File: config.mk
export PLATFORM = sky130hd
export DESIGN_NAME = game_referee
export DESIGN_NICKNAME = d
export VERILOG_FILES = /design/src/rtl/game_referee_pkg.sv /design/src/rtl/game_referee_score_counter.sv /design/src/rtl/game_referee.sv
export SDC_FILE = /design/constraint.sdc
export NUM_CORES = 1
export LEC_CHECK = 0
export ABC_AREA = 1
export BUFFER_PORTS_ARGS = -buffer_cell sky130_fd_sc_hd__buf_2
export CAP_MARGIN = 20
export CORE_MARGIN = 4
export CORE_UTILIZATION = 28
export CTS_CLUSTER_DIAMETER = 80
export DETAILED_ROUTE_END_ITERATION = 7
export GPL_ROUTABILITY_DRIVEN = 0
export HOLD_SLACK_MARGIN = 0.02
export SLEW_MARGIN = 20
export SYNTH_ARGS = -nofsm -noshare
export SYNTH_HDL_FRONTEND = slang
export SYNTH_HIERARCHICAL = 1
export SYNTH_SLANG_ARGS = --single-unit
File: constraint.sdc
create_clock -name clk -period 4.35 [get_ports clk]
set_clock_uncertainty 0.1 [all_clocks]
set_input_delay 0.2175 -clock clk [delete_from_list [all_inputs] [get_ports clk]]
set_output_delay 0.2175 -clock clk [all_outputs]
set_load 0.02 [all_outputs]
File: src/rtl/game_referee_pkg.sv
// Shared types and defaults for the game referee: FSM states, verdict codes and
// helpers that map raw collision flags to a single verdict and back to output flags.
package game_referee_pkg;

   typedef enum logic [1:0] {MENU, GAME, PAUSE, GAME_OVER} game_mode;
   typedef enum logic [1:0] {IDLE, PLAY, CONFIRM, ENDED} ref_state_t;
   typedef enum logic [1:0] {V_NONE, V_WON, V_LOST, V_DRAW} verdict_t;

   localparam int DEF_WIN_SCORE     = 20;
   localparam int DEF_SCORE_W       = 8;
   localparam int DEF_CONFIRM_TICKS = 2;

   // raw is {won, lost, draw}; won and lost together means both snakes died at once
   function automatic verdict_t decode_verdict(input logic [2:0] raw);
      verdict_t v;
      v = V_NONE;
      if (raw[0] || (raw[2] && raw[1])) v = V_DRAW;
      else if (raw[2])                  v = V_WON;
      else if (raw[1])                  v = V_LOST;
      return v;
   endfunction

   function automatic logic [2:0] verdict_flags(input verdict_t v);
      logic [2:0] f;
      case (v)
         V_WON:   f = 3'b100;
         V_LOST:  f = 3'b010;
         V_DRAW:  f = 3'b001;
         default: f = 3'b000;
      endcase
      return f;
   endfunction

endpackage

File: src/rtl/game_referee_score_counter.sv
// Per-player score: sticky food-event latch consumed on each game tick, saturating
// add up to WIN_SCORE, synchronous clear. score_nxt exposes the post-tick value.
module game_referee_score_counter
   import game_referee_pkg::*;
#(
   parameter int SCORE_W   = DEF_SCORE_W,
   parameter int WIN_SCORE = DEF_WIN_SCORE
) (
   input  logic               clk,
   input  logic               rst_n,
   input  logic               tick,
   input  logic               en,
   input  logic               clr,
   input  logic               eaten,
   output logic [SCORE_W-1:0] score,
   output logic [SCORE_W-1:0] score_nxt
);

   localparam logic [SCORE_W-1:0] WIN = SCORE_W'(WIN_SCORE);

   logic               eaten_prev_q, eaten_prev_d;
   logic               sticky_q, sticky_d;
   logic [SCORE_W-1:0] score_q, score_d;

   always_comb begin
      eaten_prev_d = eaten;
      // an edge arriving on the tick cycle itself still counts for that tick
      sticky_d     = sticky_q | (eaten & ~eaten_prev_q);
      score_d      = score_q;
      if (clr) begin
         sticky_d = 1'b0;
         score_d  = '0;
      end else if (tick) begin
         if (en && sticky_d && (score_q < WIN)) score_d = score_q + 1'b1;
         sticky_d = 1'b0;
      end
   end

   always_ff @(posedge clk or negedge rst_n) begin
      if (!rst_n) begin
         eaten_prev_q <= 1'b0;
         sticky_q     <= 1'b0;
         score_q      <= '0;
      end else begin
         eaten_prev_q <= eaten_prev_d;
         sticky_q     <= sticky_d;
         score_q      <= score_d;
      end
   end

   assign score     = score_q;
   assign score_nxt = score_d;

endmodule

File: src/rtl/game_referee.sv
// Game referee: accumulates food scores, debounces raw collision verdicts over
// CONFIRM_TICKS game ticks and holds the final won/lost/draw until mode leaves GAME.
// Optional per-match tally outputs wins1/wins2 are enabled by MATCH_TALLY_EN.
module game_referee
   import game_referee_pkg::*;
#(
   parameter int WIN_SCORE     = DEF_WIN_SCORE,
   parameter int SCORE_W       = DEF_SCORE_W,
   parameter int CONFIRM_TICKS = DEF_CONFIRM_TICKS
) (
   input  logic               clk,
   input  logic               rst_n,
   input  logic               clk_div,
   input  game_mode           mode,
   input  logic               eaten1,
   input  logic               eaten2,
   input  logic               raw_won,
   input  logic               raw_lost,
   input  logic               raw_draw,
   input  logic               con_error,
   output logic [SCORE_W-1:0] score1,
   output logic [SCORE_W-1:0] score2,
   output logic               won,
   output logic               lost,
   output logic               draw
`ifdef MATCH_TALLY_EN
  ,output logic [SCORE_W-1:0] wins1,
   output logic [SCORE_W-1:0] wins2
`endif
);

   localparam int                 CNT_W = $clog2(CONFIRM_TICKS + 1);
   localparam logic [SCORE_W-1:0] WIN   = SCORE_W'(WIN_SCORE);

   logic             div_q, div_d;
   logic             tick_q, tick_d;
   ref_state_t       state_q, state_d;
   logic [CNT_W-1:0] cnt_q, cnt_d;
   logic [2:0]       vec_q, vec_d;
   logic [2:0]       flags_q, flags_d;

   logic [2:0]         raw_vec;
   logic               in_game, cnt_en, clr, hit1, hit2;
   logic [SCORE_W-1:0] s1_nxt, s2_nxt;
   verdict_t           fin;

   assign raw_vec = {raw_won, raw_lost, raw_draw};
   assign in_game = (mode == GAME);
   assign cnt_en  = (state_q == PLAY) || (state_q == CONFIRM);
   // scores are zero whenever the FSM is in, or about to enter, IDLE
   assign clr     = con_error || !in_game || (state_q == IDLE);
   assign hit1    = (s1_nxt == WIN);
   assign hit2    = (s2_nxt == WIN);

   game_referee_score_counter #(.SCORE_W(SCORE_W), .WIN_SCORE(WIN_SCORE)) u_score1 (
      .clk(clk), .rst_n(rst_n), .tick(tick_q), .en(cnt_en), .clr(clr),
      .eaten(eaten1), .score(score1), .score_nxt(s1_nxt)
   );

   game_referee_score_counter #(.SCORE_W(SCORE_W), .WIN_SCORE(WIN_SCORE)) u_score2 (
      .clk(clk), .rst_n(rst_n), .tick(tick_q), .en(cnt_en), .clr(clr),
      .eaten(eaten2), .score(score2), .score_nxt(s2_nxt)
   );

   always_comb begin
      div_d   = clk_div;
      tick_d  = clk_div & ~div_q;
      state_d = state_q;
      cnt_d   = cnt_q;
      vec_d   = vec_q;
      flags_d = flags_q;
      fin     = V_NONE;
      if (con_error) begin
         state_d = IDLE;
         cnt_d   = '0;
         vec_d   = '0;
         flags_d = '0;
      end else begin
         unique case (state_q)
            IDLE: if (in_game) state_d = PLAY;
            PLAY, CONFIRM: begin
               if (!in_game) begin
                  state_d = IDLE;
                  cnt_d   = '0;
                  vec_d   = '0;
               end else if (tick_q) begin
                  // a score-based finish outranks any verdict seen on the same tick
                  if (hit1 && hit2)  fin = V_DRAW;
                  else if (hit1)     fin = V_WON;
                  else if (hit2)     fin = V_LOST;
                  else if (state_q == PLAY) begin
                     if (raw_vec != 3'b000) begin
                        state_d = CONFIRM;
                        cnt_d   = CNT_W'(1);
                        vec_d   = raw_vec;
                        if (CONFIRM_TICKS <= 1) fin = decode_verdict(raw_vec);
                     end
                  end else if (raw_vec == vec_q) begin
                     cnt_d = cnt_q + 1'b1;
                     if (cnt_d == CNT_W'(CONFIRM_TICKS)) fin = decode_verdict(vec_q);
                  end else begin
                     state_d = PLAY;
                     cnt_d   = '0;
                     vec_d   = '0;
                  end
                  if (fin != V_NONE) begin
                     state_d = ENDED;
                     cnt_d   = '0;
                     vec_d   = '0;
                     flags_d = verdict_flags(fin);
                  end
               end
            end
            ENDED: begin
               if (!in_game) begin
                  state_d = IDLE;
                  flags_d = '0;
               end
            end
            default: state_d = IDLE;
         endcase
      end
   end

`ifdef MATCH_TALLY_EN
   logic [SCORE_W-1:0] wins1_q, wins1_d;
   logic [SCORE_W-1:0] wins2_q, wins2_d;

   always_comb begin
      wins1_d = wins1_q;
      wins2_d = wins2_q;
      if ((state_q != ENDED) && (state_d == ENDED)) begin
         if (flags_d[2] && (wins1_q != '1)) wins1_d = wins1_q + 1'b1;
         if (flags_d[1] && (wins2_q != '1)) wins2_d = wins2_q + 1'b1;
      end
   end

   assign wins1 = wins1_q;
   assign wins2 = wins2_q;
`endif

   always_ff @(posedge clk or negedge rst_n) begin
      if (!rst_n) begin
         div_q   <= 1'b0;
         tick_q  <= 1'b0;
         state_q <= IDLE;
         cnt_q   <= '0;
         vec_q   <= '0;
         flags_q <= '0;
`ifdef MATCH_TALLY_EN
         wins1_q <= '0;
         wins2_q <= '0;
`endif
      end else begin
         div_q   <= div_d;
         tick_q  <= tick_d;
         state_q <= state_d;
         cnt_q   <= cnt_d;
         vec_q   <= vec_d;
         flags_q <= flags_d;
`ifdef MATCH_TALLY_EN
         wins1_q <= wins1_d;
         wins2_q <= wins2_d;
`endif
      end
   end

   assign won  = flags_q[2];
   assign lost = flags_q[1];
   assign draw = flags_q[0];

endmodule

==> impl_metrics.csv <==
group,metric,value,unit
sta,fin_ws,1570,ps
clock_tree,clk_latency,290,ps
global_routing,antenna_found_initial,0,
synthesis,yosys-top-cells-count,"nand2_1 (52), inv_1 (38), nor2_1 (33)",
clock_tree,cts.clk_slew.worst_paths,70,ps
placement,port_buffers,29,
layout,num_antenna_cells,0,
layout,syn_to_final_growth,20.9,%
routing,drtAntennaViolNets,0,
status,status,"complete, no violations",
synthesis,synth-main-ff-cell,"dfrtp_1",
critical_path,slowest_delay,400,ps
synthesis,netlist_instances,244,
global_routing,grt_pass1_vias,1501,
die,die_w,90.0,µm
power_and_ir_drop,clkPwrFrac,38.7,%
clock_tree,ctsLongestPathBuffers,2,
sta,period_share,63.9,%
critical_path,path_delay_family,"simple AND/OR/NAND/NOR gates",
critical_path,worstPathArrival,2900,ps
synthesis,synth_top_area_share,42.6,%
layout,fin_nets,301,
synthesis,synth.area.top_cells,"dfrtp_1 (43%), nand2_1 (10%), inv_1 (7.6%), nor2_1 (6.6%), nand3_1 (4.8%)",
layout,fin_util,35.4,%
sta,relSlewSlack,51.9,%
global_routing,grt_pass1_wl,7050,µm
critical_path,required,4470,ps
die,core-area,0.00642,mm²
power_and_ir_drop,internal_power,0.522,mW
die,start_util,29.3,%
global_routing,grt_max_degree,33,
synthesis,yosys_warnings,6,
synthesis,syn-num-nets,261,
die,io_pins,30,
sta,fmax,360,MHz
synthesis,yosysMostFrequentCell,"nand2_1",
sta,slew_viol_final,0,
sta,min_period,2780,ps
run,max_cap_viol_count,0,
clock_tree,tritoncts,"done",
routing,drt_wl_total,3960,µm
clock_tree,cts_max_level,2,
power_and_ir_drop,p_comb_share,19.2,%
synthesis,postSynthAreaPerCell,7.71,µm²
routing,via_per_inst,4.41,
global_routing,grt_use_total,10.6,%
sta,setup_violations,0,
sta,hold_violations,0,
sta,worst_pin_slew,721,ps
layout,fin_cells,362,
power_and_ir_drop,power_switching,0.222,mW
synthesis,ys_ff_latch,32,
power_and_ir_drop,p_per_area,327,mW/mm²
critical_path,path_class,"reg -> reg",
critical_path,crit_buf_inv,3,
critical_path,cp_max_fo,8,
die,dieArea,0.00810,mm²
critical_path,crit_path_top_delay_cell,"dfrtp_1",
synthesis,synth.cell_area,0.00188,mm²
synthesis,yosys.area.top_type,"dfrtp_1",
power_and_ir_drop,power,0.744,mW
power_and_ir_drop,seqPwrFrac,42.1,%
sta,setup_tns,0,ps
synthesis,async_flop_share,100,%
clock_tree,cts_buffers,5,
power_and_ir_drop,p_leak,1.17,nW
die,die_y,90.0,µm
critical_path,worst_setup_path_start_kind,"flop",
routing,first_pass_iters,5,
routing,drt_iter0_drc,53,
layout,layout-drive-gt1-share,23.2,%
placement,place_ws,1550,ps
die,num_rows,29,
critical_path,crit_chain,"inv_1 -> ha_1 -> inv_1 -> nor2_2 -> nand3_4 -> nor2_8 -> a21oi_1 -> nor2_1 -> inv_1 -> nor2_1 -> nand4_1 -> nand2_1 -> nor2_1 -> nor2_2 -> nand2_2 -> o21ai_2 -> nand2_1 -> o21ai_1",
critical_path,crit_path_end_kind,"flop",
sta,rsz0062_at_grt,"no",
routing,drc,0,
clock_tree,cts-root-buf,"clkbuf_8",
routing,vias,1598,
min_path,hold_path_class,"in -> reg",
placement,placed_area,0.00212,mm²
global_routing,overflow,0,
synthesis,ys_types,28,
placement,dp_hpwl,3060,µm
clock_tree,clock-sinks,32,
synthesis,seq_area_frac_synth,42.6,%
routing,avgRoutedWirePerCell,10.9,µm
layout,fin_area,0.00227,mm²
layout,fillers,651,
placement,place_inst,350,
sta,whs,212,ps
power_and_ir_drop,peakVddDrop,0.000135,V
synthesis,synth_edf_count,0,
power_and_ir_drop,swShare,29.9,%
final cells by class:
type | instances | area (µm²) | share of cell area (%)
flip-flops and latches | 32 | 801 | 35.2
clock inverters | 3 | 42.5 | 1.87
multi-input cells | 170 | 923 | 40.6
well taps | 77 | 96.3 | 4.24
inverters | 42 | 158 | 6.93
clock buffers | 5 | 68.8 | 3.03
repair buffers | 33 | 185 | 8.14
cell families after synthesis:
kind of cell,after synthesis,share of synthesized area (%)
buf+inv,42,8.38
compound gates,22,6.25
simple gates,141,38.4
flops,32,42.6
fa+ha+maj,6,3.99
xor+xnor,1,0.466
registers in the layout, indices dropped and copies added, names as in the netlist:
name and count:
u_score2/eaten_prev_q 1, flags_q 3, u_score2/sticky_q 1, state_q 2, tick_q 1, vec_q 3, cnt_q 2, u_score1/score 8
u_score1/eaten_prev_q 1, u_score2/score 8, div_q 1, u_score1/sticky_q 1
path summary, 6_finish.rpt:
| check | cells past startpoint | to | start | slack, ps |
|---|---|---|---|---|
| max reg2reg | 18 | cnt_q[0] | state_q[0] | 1570 |
| max | 18 | cnt_q[0] | state_q[0] | 1570 |
| min | 5 | vec_q[1] | raw_lost | 210 |
| min in group asynchronous | 2 | cnt_q[1] | rst_n | 420 |
| max in group asynchronous | 2 | u_score2/score[2] | rst_n | 3270 |
| min reg2reg | 1 | tick_q | div_q | 290 |
cells in the final DEF (no fill, tap or decap), drive strengths merged:
cell,instances
a21oi,8
a22oi,1
a31oi,1
and3,4
buf,29
bufinv,1
clkbuf,5
clkinv,3
clkinvlp,1
dfrtp,32
dlygate4sd3,4
ha,6
inv,40
nand2,59
nand3,21
nand4,3
nor2,44
nor3,6
nor3b,2
o21ai,12
or2,2
xnor2,1
worst register-to-register path, delay by kind of cell (launching register included):
family / cells / cell delay [ps]
AO/OA/AOI/OAI: 3 / 370
adder cells (fa/ha/maj): 1 / 390
buffers and inverters: 3 / 190
flip-flops: 1 / 400
AND/OR/NAND/NOR: 11 / 1280
layer usage:
layer	part of all wire, %	global-route usage, %	vias up
li1	-	-	849
met1	50	14.5	714
met2	43	15.7	29
met3	5.5	3.76	6
met4	1.5	3.44	0
met5	0	0	-
power by group through the flow:
stage	clock, mW	combinational, mW	sequential [mW]
after CTS	0.296	0.144	0.314
final	0.288	0.143	0.313
after floorplan	0	0.103	0.317
after detailed placement	0	0.140	0.319
after global placement	0	0.141	0.319
after global routing	0.314	0.162	0.315
repair_timing:
| item | 4_1_cts | 5_1_grt |
|---|---|---|
| endpoints found under the hold margin | 35 | 0 |
| resized for setup | 0 | 0 |
| hold buffers | 4 | 0 |
| setup buffers | 0 | 0 |
Power figures use the tool's default switching activity.
